--- src/rtl/forward_scoreboard_if.sv ---
// D-stage hazard query bundle: decode drives the instruction fields and pipeline
// controls, the scoreboard answers with per-port forwarding selects and a stall.
interface forward_scoreboard_if #(
  parameter int STAGES = 3,
  parameter int NREAD  = 2
);
  localparam int SW = $clog2(STAGES + 1);

  logic                  valid_D;
  logic [NREAD-1:0]      use_D;
  logic [NREAD*5-1:0]    src_D;
  logic                  wr_D;
  logic [4:0]            dst_D;
  logic [SW-1:0]         avail_D;
  logic                  advance;
  logic                  flush;
  logic [NREAD*SW-1:0]   fwd_sel;
  logic                  stall_D;
  logic [15:0]           stall_cnt;

  modport master (
    output valid_D, use_D, src_D, wr_D, dst_D, avail_D, advance, flush,
    input  fwd_sel, stall_D, stall_cnt
  );

  modport slave (
    input  valid_D, use_D, src_D, wr_D, dst_D, avail_D, advance, flush,
    output fwd_sel, stall_D, stall_cnt
  );
endinterface

--- src/rtl/forward_scoreboard.sv ---
// Operand forwarding / interlock scoreboard: tracks destination registers of the
// instructions in stages 1..STAGES after decode and resolves D-stage source reads.
module forward_scoreboard #(
  parameter int STAGES = 3,
  parameter int NREAD  = 2
) (
  input  logic                 clk,
  input  logic                 rst_n,
  forward_scoreboard_if.slave  bus
);
  localparam int SW = $clog2(STAGES + 1);

  logic [STAGES:1] valid_reg;
  logic [4:0]      dst_reg   [1:STAGES];
  logic [SW-1:0]   avail_reg [1:STAGES];
  logic [15:0]     stall_cnt_reg;

  logic [NREAD-1:0] blocked;
  logic             stall;
  logic             load_d;
  logic [SW-1:0]    avail_norm;

  genvar gi;
  generate
    for (gi = 0; gi < NREAD; gi++) begin : g_port
      logic [4:0]    src;
      logic          hit;
      logic [SW-1:0] hit_stage;
      logic [SW-1:0] hit_avail;

      assign src = bus.src_D[gi*5 +: 5];

      // Scan oldest to youngest so the youngest match overwrites older ones.
      always_comb begin
        hit       = 1'b0;
        hit_stage = '0;
        hit_avail = '0;
        for (int k = STAGES; k >= 1; k--) begin
          if (bus.use_D[gi] && bus.valid_D && valid_reg[k] &&
              (dst_reg[k] == src) && (src != 5'd0)) begin
            hit       = 1'b1;
            hit_stage = SW'(k);
            hit_avail = avail_reg[k];
          end
        end
      end

      assign blocked[gi] = hit && (hit_avail > hit_stage);
      assign bus.fwd_sel[gi*SW +: SW] = (hit && !blocked[gi]) ? hit_stage : '0;
    end
  endgenerate

  // A flushed D instruction never waits on anything.
  assign stall = (|blocked) && !bus.flush;

  assign load_d = bus.valid_D && bus.wr_D && (bus.dst_D != 5'd0) && !stall && !bus.flush;

  // Out-of-range availability is treated as "ready only at the last tracked stage".
  assign avail_norm = ((bus.avail_D == '0) || (32'(bus.avail_D) > STAGES)) ?
                      SW'(STAGES) : bus.avail_D;

  always_ff @(posedge clk or negedge rst_n) begin
    if (!rst_n) begin
      valid_reg <= '0;
      for (int k = 1; k <= STAGES; k++) begin
        dst_reg[k]   <= '0;
        avail_reg[k] <= '0;
      end
    end else if (bus.advance) begin
      for (int k = STAGES; k >= 2; k--) begin
        valid_reg[k] <= valid_reg[k-1];
        dst_reg[k]   <= dst_reg[k-1];
        avail_reg[k] <= avail_reg[k-1];
      end
      valid_reg[1] <= load_d;
      dst_reg[1]   <= load_d ? bus.dst_D : 5'd0;
      avail_reg[1] <= load_d ? avail_norm : '0;
    end
  end

  always_ff @(posedge clk or negedge rst_n) begin
    if (!rst_n) begin
      stall_cnt_reg <= '0;
    end else if (bus.advance && stall && (stall_cnt_reg != 16'hFFFF)) begin
      stall_cnt_reg <= stall_cnt_reg + 16'd1;
    end
  end

  assign bus.stall_D   = stall;
  assign bus.stall_cnt = stall_cnt_reg;
endmodule

--- src/flat_wrapper.sv ---
// flat-port wrapper written by rule: the top's interface ports become plain ports
module forward_scoreboard_flat 
#(
  parameter int STAGES = 3,
  parameter int NREAD  = 2
)
  (clk, rst_n, bus_valid_D, bus_use_D, bus_src_D, bus_wr_D, bus_dst_D, bus_avail_D, bus_advance, bus_flush, bus_fwd_sel, bus_stall_D, bus_stall_cnt);
  forward_scoreboard_if #(.STAGES(STAGES), .NREAD(NREAD)) bus_i ();
  input  logic clk;
  input  logic rst_n;
  input wire logic [$bits(bus_i.valid_D)-1:0] bus_valid_D;
  input wire logic [$bits(bus_i.use_D)-1:0] bus_use_D;
  input wire logic [$bits(bus_i.src_D)-1:0] bus_src_D;
  input wire logic [$bits(bus_i.wr_D)-1:0] bus_wr_D;
  input wire logic [$bits(bus_i.dst_D)-1:0] bus_dst_D;
  input wire logic [$bits(bus_i.avail_D)-1:0] bus_avail_D;
  input wire logic [$bits(bus_i.advance)-1:0] bus_advance;
  input wire logic [$bits(bus_i.flush)-1:0] bus_flush;
  output wire logic [$bits(bus_i.fwd_sel)-1:0] bus_fwd_sel;
  output wire logic [$bits(bus_i.stall_D)-1:0] bus_stall_D;
  output wire logic [$bits(bus_i.stall_cnt)-1:0] bus_stall_cnt;
  assign bus_i.valid_D = bus_valid_D;
  assign bus_i.use_D = bus_use_D;
  assign bus_i.src_D = bus_src_D;
  assign bus_i.wr_D = bus_wr_D;
  assign bus_i.dst_D = bus_dst_D;
  assign bus_i.avail_D = bus_avail_D;
  assign bus_i.advance = bus_advance;
  assign bus_i.flush = bus_flush;
  assign bus_fwd_sel = bus_i.fwd_sel;
  assign bus_stall_D = bus_i.stall_D;
  assign bus_stall_cnt = bus_i.stall_cnt;
  forward_scoreboard #(.STAGES(STAGES), .NREAD(NREAD)) u_core (.clk(clk), .rst_n(rst_n), .bus(bus_i));
endmodule
--- config.mk ---
export PLATFORM = sky130hd
export DESIGN_NAME = forward_scoreboard_flat
export DESIGN_NICKNAME = d
export VERILOG_FILES = /design/src/rtl/forward_scoreboard_if.sv /design/src/rtl/forward_scoreboard.sv /design/src/flat_wrapper.sv
export SDC_FILE = /design/constraint.sdc
export NUM_CORES = 1
export LEC_CHECK = 0
export CAP_MARGIN = 20
export CORE_ASPECT_RATIO = 0.7
export CORE_MARGIN = 5
export CORE_UTILIZATION = 52
export CTS_CLUSTER_DIAMETER = 200
export DETAILED_ROUTE_END_ITERATION = 8
export GPL_ROUTABILITY_DRIVEN = 0
export GPL_TIMING_DRIVEN = 0
export PLACE_DENSITY = 0.8
export SKIP_LAST_GASP = 1
export SLEW_MARGIN = 30
export SYNTH_ARGS = -nofsm -noshare
export SYNTH_HDL_FRONTEND = slang
export SYNTH_SLANG_ARGS = --single-unit
--- constraint.sdc ---
create_clock -name clk -period 5.9 [get_ports clk]
set_input_delay 1.475 -clock clk [delete_from_list [all_inputs] [get_ports clk]]
set_output_delay 1.475 -clock clk [all_outputs]
set_load 0.01 [all_outputs]
==> impl_results.html <==
<table>
<tr><th>Metric</th><th>Value</th></tr>
<tr><th colspan="2">Global routing</th></tr>
<tr><td>First-pass GRT wire length</td><td>9.56 mm</td></tr>
<tr><td>Aggregate global routing overflow</td><td>0</td></tr>
<tr><td>Number of antenna violations at the first check in global routing</td><td>0</td></tr>
<tr><td>Pin count of the biggest net entering global routing</td><td>28</td></tr>
<tr><td>Via count of the first global-routing pass</td><td>around 1900</td></tr>
<tr><td>Total Routing Usage GR</td><td>19.8%</td></tr>
<tr><th colspan="2">STA</th></tr>
<tr><td>Final-report max-slew violation count</td><td>0</td></tr>
<tr><td>Final hold violation count</td><td>0</td></tr>
<tr><td>Worst slew pin tran</td><td>0.618 ns</td></tr>
<tr><td>Remaining max-slew budget at the tightest pin</td><td>about three fifths</td></tr>
<tr><td>Top achievable clock speed</td><td>around 0.17 GHz</td></tr>
<tr><td>Share of the clock period used by the worst path after layout</td><td>just under 100%</td></tr>
<tr><td>Total setup violations reported at the end of the flow</td><td>0</td></tr>
<tr><td>Period minus WS final</td><td>5.81 ns</td></tr>
<tr><td>Max Clock Skew</td><td>0.00532 ns</td></tr>
<tr><td>Setup Total Neg Slack</td><td>0 ns</td></tr>
<tr><th colspan="2">Synth</th></tr>
<tr><td>Number of enable flip-flop cells after synthesis</td><td>0</td></tr>
<tr><td>Number of warnings reported in the yosys synthesis log</td><td>0</td></tr>
<tr><td>Cell type with the highest aggregate area in the netlist</td><td>sky130_fd_sc_hd__dfrtp_1</td></tr>
<tr><td>Post-synthesis async set-or-reset flop share</td><td>100%</td></tr>
<tr><td>Avg Cell Area, Syn</td><td>11.2 um^2</td></tr>
<tr><td>Post-synthesis cell type count</td><td>42</td></tr>
<tr><td>Cell Area, Synth</td><td>between 0.002 and 0.0025 mm^2</td></tr>
<tr><td>Post-Synthesis Net Count</td><td>approximately 250</td></tr>
<tr><td>Post-synth top area share</td><td>between 40% and 50%</td></tr>
<tr><td>Number of register bits inferred by synthesis</td><td>40</td></tr>
<tr><td>Share of the yosys chip area belonging to registers</td><td>between 40 and 50%</td></tr>
<tr><td>Predominant post-synthesis flop cell</td><td>sky130_fd_sc_hd__dfrtp_1</td></tr>
<tr><td>Cells after Synth</td><td>217</td></tr>
<tr><td>Leading post-synthesis cells by cell area</td><td>sky130_fd_sc_hd__dfrtp_1 (41%), sky130_fd_sc_hd__xor2_1 (14%), sky130_fd_sc_hd__mux2_2 (8.3%), sky130_fd_sc_hd__a21oi_2 (3.2%), sky130_fd_sc_hd__a22o_1 (2.9%)</td></tr>
<tr><th colspan="2">Finish</th></tr>
<tr><td>FILL cells</td><td>339</td></tr>
<tr><td>Ant. Diodes</td><td>0</td></tr>
<tr><td>Number of nets in the finished design</td><td>about 300</td></tr>
<tr><td>Ratio of cells with drive above 1 in the final layout</td><td>26.1%</td></tr>
<tr><td>Number of flip-flops in the largest register</td><td>16</td></tr>
<tr><td>Synth-to-layout area growth</td><td>27.5%</td></tr>
<tr><th colspan="2">Power</th></tr>
<tr><td>Post-layout power</td><td>0.535 mW</td></tr>
<tr><td>Cell leakage power</td><td>roughly 1.5 nW</td></tr>
<tr><td>Pwr dens</td><td>172 mW/mm^2</td></tr>
<tr><td>Worst ir drop on vdd</td><td>roughly 100 uV</td></tr>
<tr><th colspan="2">Drt</th></tr>
<tr><td>DRT antenna net count</td><td>0</td></tr>
<tr><td>Via/cell ratio</td><td>5.80</td></tr>
<tr><td>Initial DRC Count</td><td>126</td></tr>
<tr><td>Pre-Repair DR Iteration Count</td><td>4</td></tr>
<tr><td>Post-detailed-route DRC marker count</td><td>0</td></tr>
<tr><td>Total via count after detailed routing</td><td>1897</td></tr>
<tr><td>Routed Wire Length</td><td>5.85 mm</td></tr>
<tr><td>Detailed-route wire length per cell</td><td>17.9 um</td></tr>
<tr><th colspan="2">Floorplanning</th></tr>
<tr><td>I/O Pins</td><td>46</td></tr>
<tr><td>Floorplan core area</td><td>0.00443 mm^2</td></tr>
<tr><td>Standard-cell rows</td><td>20</td></tr>
<tr><td>Die ar.</td><td>0.00617 mm^2</td></tr>
<tr><td>Starting density of the core</td><td>54.9%</td></tr>
<tr><td>Vertical die dimension</td><td>about 67 um</td></tr>
<tr><td>Die span in x</td><td>~90 um</td></tr>
<tr><th colspan="2">Clock network</th></tr>
<tr><td># hold bufs at CTS</td><td>0</td></tr>
<tr><td>Buffer depth of the longest clock path</td><td>2</td></tr>
<tr><td>Worst-Skew Late Latency</td><td>a little under 0.3 ns</td></tr>
<tr><td>TritonCTS clock tree</td><td>yes</td></tr>
<tr><td>H-Tree Level Count</td><td>2</td></tr>
<tr><td>Clock Pin Slew Worst Setup and Hold Paths</td><td>roughly 0.070 ns</td></tr>
<tr><td>Clock Sink Count</td><td>40</td></tr>
<tr><td>Clock root buffer</td><td>sky130_fd_sc_hd__clkbuf_8</td></tr>
<tr><td>Inserted Clock Buffers</td><td>5</td></tr>
<tr><th colspan="2">Place</th></tr>
<tr><td>Count of input and output buffers</td><td>44</td></tr>
<tr><td>HPWL after detailed placement</td><td>between 4 and 5 mm</td></tr>
<tr><th colspan="2">Min path</th></tr>
<tr><td>HP Class</td><td>reg -&gt; reg</td></tr>
<tr><th colspan="2">Outcome</th></tr>
<tr><td>Result of the run</td><td>finished clean</td></tr>
<tr><th colspan="2">Worst setup path</th></tr>
<tr><td>Startpoint-to-endpoint class of the critical path</td><td>in -&gt; out</td></tr>
<tr><td>Critical path fanouts, max</td><td>5</td></tr>
<tr><td>Required time of the critical path</td><td>roughly 4.4 ns</td></tr>
<tr><td>Endpoint kind of the worst setup timing path</td><td>output pin</td></tr>
<tr><td>Crit path launch type</td><td>input port</td></tr>
<tr><td>Critical Path AT</td><td>between 4 and 5 ns</td></tr>
<tr><th colspan="2">Run</th></tr>
<tr><td>Max-Cap Viols</td><td>0</td></tr>
</table>
final timing paths:
path / from / to / slack (ns) / depth (start not counted)
setup / recovery: bus_src_D[5] / bus_stall_D / 0.09 / 14
hold / removal: u_core.bus.stall_cnt[14]$_DFFE_PN0P_ / u_core.bus.stall_cnt[14]$_DFFE_PN0P_ / 0.50 / 1
setup reg to reg: u_core.dst_reg[9]$_DFFE_PN0P_ / u_core.bus.stall_cnt[6]$_DFFE_PN0P_ / 2.35 / 14
hold reg to reg: u_core.bus.stall_cnt[14]$_DFFE_PN0P_ / u_core.bus.stall_cnt[14]$_DFFE_PN0P_ / 0.50 / 1
max in group asynchronous: rst_n / u_core.dst_reg[8]$_DFFE_PN0P_ / 4.38 / 2
min in group asynchronous: rst_n / u_core.dst_reg[4]$_DFFE_PN0P_ / 1.07 / 1
worst max-delay path, cell delays in order:
cell,delay (ns)
sky130_fd_sc_hd__dlygate4sd2_1,0.31
sky130_fd_sc_hd__or3_1,0.41
sky130_fd_sc_hd__o311a_4,0.35
sky130_fd_sc_hd__and4_1,0.24
sky130_fd_sc_hd__nor2_2,0.15
sky130_fd_sc_hd__a22oi_1,0.09
sky130_fd_sc_hd__o21ai_1,0.23
sky130_fd_sc_hd__ha_1,0.28
sky130_fd_sc_hd__and2b_2,0.22
sky130_fd_sc_hd__o21ai_4,0.17
sky130_fd_sc_hd__a31oi_2,0.09
sky130_fd_sc_hd__nor2_1,0.14
sky130_fd_sc_hd__nor2_1,0.05
sky130_fd_sc_hd__buf_2,0.13
cell usage after synthesis, types with 2 or more instances:
cell type                  number
sky130_fd_sc_hd__a21boi_0       3
sky130_fd_sc_hd__a21oi_2        9
sky130_fd_sc_hd__a22o_1         8
sky130_fd_sc_hd__a311o_2        2
sky130_fd_sc_hd__a31oi_1        2
sky130_fd_sc_hd__a32o_1         2
sky130_fd_sc_hd__and2_1         2
sky130_fd_sc_hd__and3_1         3
sky130_fd_sc_hd__and3_2         2
sky130_fd_sc_hd__and4_1         4
sky130_fd_sc_hd__buf_4          2
sky130_fd_sc_hd__dfrtp_1       40
sky130_fd_sc_hd__ha_1           5
sky130_fd_sc_hd__inv_1          3
sky130_fd_sc_hd__mux2_2        18
sky130_fd_sc_hd__nand2_1       11
sky130_fd_sc_hd__nand2b_1       2
sky130_fd_sc_hd__nand3_1        9
sky130_fd_sc_hd__nand4_1        4
sky130_fd_sc_hd__nand4_2        3
sky130_fd_sc_hd__nor2_1         8
sky130_fd_sc_hd__nor2b_1        2
sky130_fd_sc_hd__nor4_1         3
sky130_fd_sc_hd__nor4_2         3
sky130_fd_sc_hd__o21ai_0        5
sky130_fd_sc_hd__o311a_1        2
sky130_fd_sc_hd__or3_1          2
sky130_fd_sc_hd__xnor2_1        7
sky130_fd_sc_hd__xor2_1        38
repair_timing:
| item | in CTS | in global routing |
|---|---|---|
| cloned | 0 | 0 |
| pin swaps | 4 | 2 |
| setup endpoints to repair | 5 | 2 |
| setup buffers | 1 | 2 |
| resized for setup | 30 | 11 |
where the power goes:
group          switching (mW)  internal, mW  leakage (nW)
clock                  0.0927        0.0800        0.0400
sequential             0.0125         0.283         0.547
combinational          0.0330        0.0337         0.897
metal layers:
metal / share of wire, % / track usage, % / vias to the layer above
met5: 0 / 0 / -
met1: 50 / 30.7 / 914
met3: 6.1 / 3.67 / 7
met2: 43 / 28.5 / 65
met4: 0.84 / 4.44 / 0
li1: - / - / 911
layout make-up:
| cell class | instances | area (um^2) | area share (%) |
|---|---|---|---|
| Clock buffer | 5 | 68.8 | 2.22 |
| Multi-Input combinational cell | 169 | 1470 | 47.3 |
| Tap cell | 55 | 68.8 | 2.22 |
| Buffer | 4 | 23.8 | 0.766 |
| Timing Repair Buffer | 48 | 444 | 14.3 |
| Sequential cell | 40 | 1000 | 32.3 |
| Inverter | 4 | 15.0 | 0.484 |
| Clock inverter | 2 | 12.5 | 0.403 |
cells in the final DEF (no fill, tap or decap), types with 3 or more instances in the layout:
cell type,count
sky130_fd_sc_hd__and3_1,3
sky130_fd_sc_hd__xor2_1,38
sky130_fd_sc_hd__clkbuf_8,5
sky130_fd_sc_hd__clkdlybuf4s50_1,28
sky130_fd_sc_hd__a22o_1,8
sky130_fd_sc_hd__nand4_1,4
sky130_fd_sc_hd__buf_2,3
sky130_fd_sc_hd__nor4_2,4
sky130_fd_sc_hd__and4_1,3
sky130_fd_sc_hd__a21boi_0,3
sky130_fd_sc_hd__clkbuf_2,4
sky130_fd_sc_hd__dfrtp_1,40
sky130_fd_sc_hd__mux2_2,18
sky130_fd_sc_hd__nand3_1,9
sky130_fd_sc_hd__o21ai_0,3
sky130_fd_sc_hd__dlygate4sd2_1,9
sky130_fd_sc_hd__buf_4,5
sky130_fd_sc_hd__a21oi_2,9
sky130_fd_sc_hd__ha_1,5
sky130_fd_sc_hd__nand4_2,3
sky130_fd_sc_hd__xnor2_1,7
sky130_fd_sc_hd__nor2_1,7
sky130_fd_sc_hd__nand2_1,11
per-stage QoR:
step / utilization (%) / area, um^2 / hold slack (ns) / setup WS, ns / instances
3_5_place_dp: 66.8 / 2960 / 0.485 / -0.844 / 317
2_1_floorplan: - / 2430 / 0.498 / 0.404 / 217
6_report: 70.1 / 3100 / 0.497 / 0.0933 / 327
3_3_place_gp: 66.4 / 2940 / 0.477 / -0.853 / 316
5_1_grt: 70.1 / 3100 / 0.523 / -0.0547 / 327
4_1_cts: 70.1 / 3100 / 0.500 / -0.134 / 325
logic make-up (layout without fill, tap and decap cells):
logic type,after synthesis,count (layout),share of synthesized area (%)
mux,19,19,8.74
compound gates,39,39,13.9
flops,40,40,41.1
xor+xnor,45,45,16.2
simple gates,61,61,15.9
buf+inv,8,63,1.59
fa+ha+maj,5,5,2.57
Note: power is estimated with default switching activity, not from simulation.
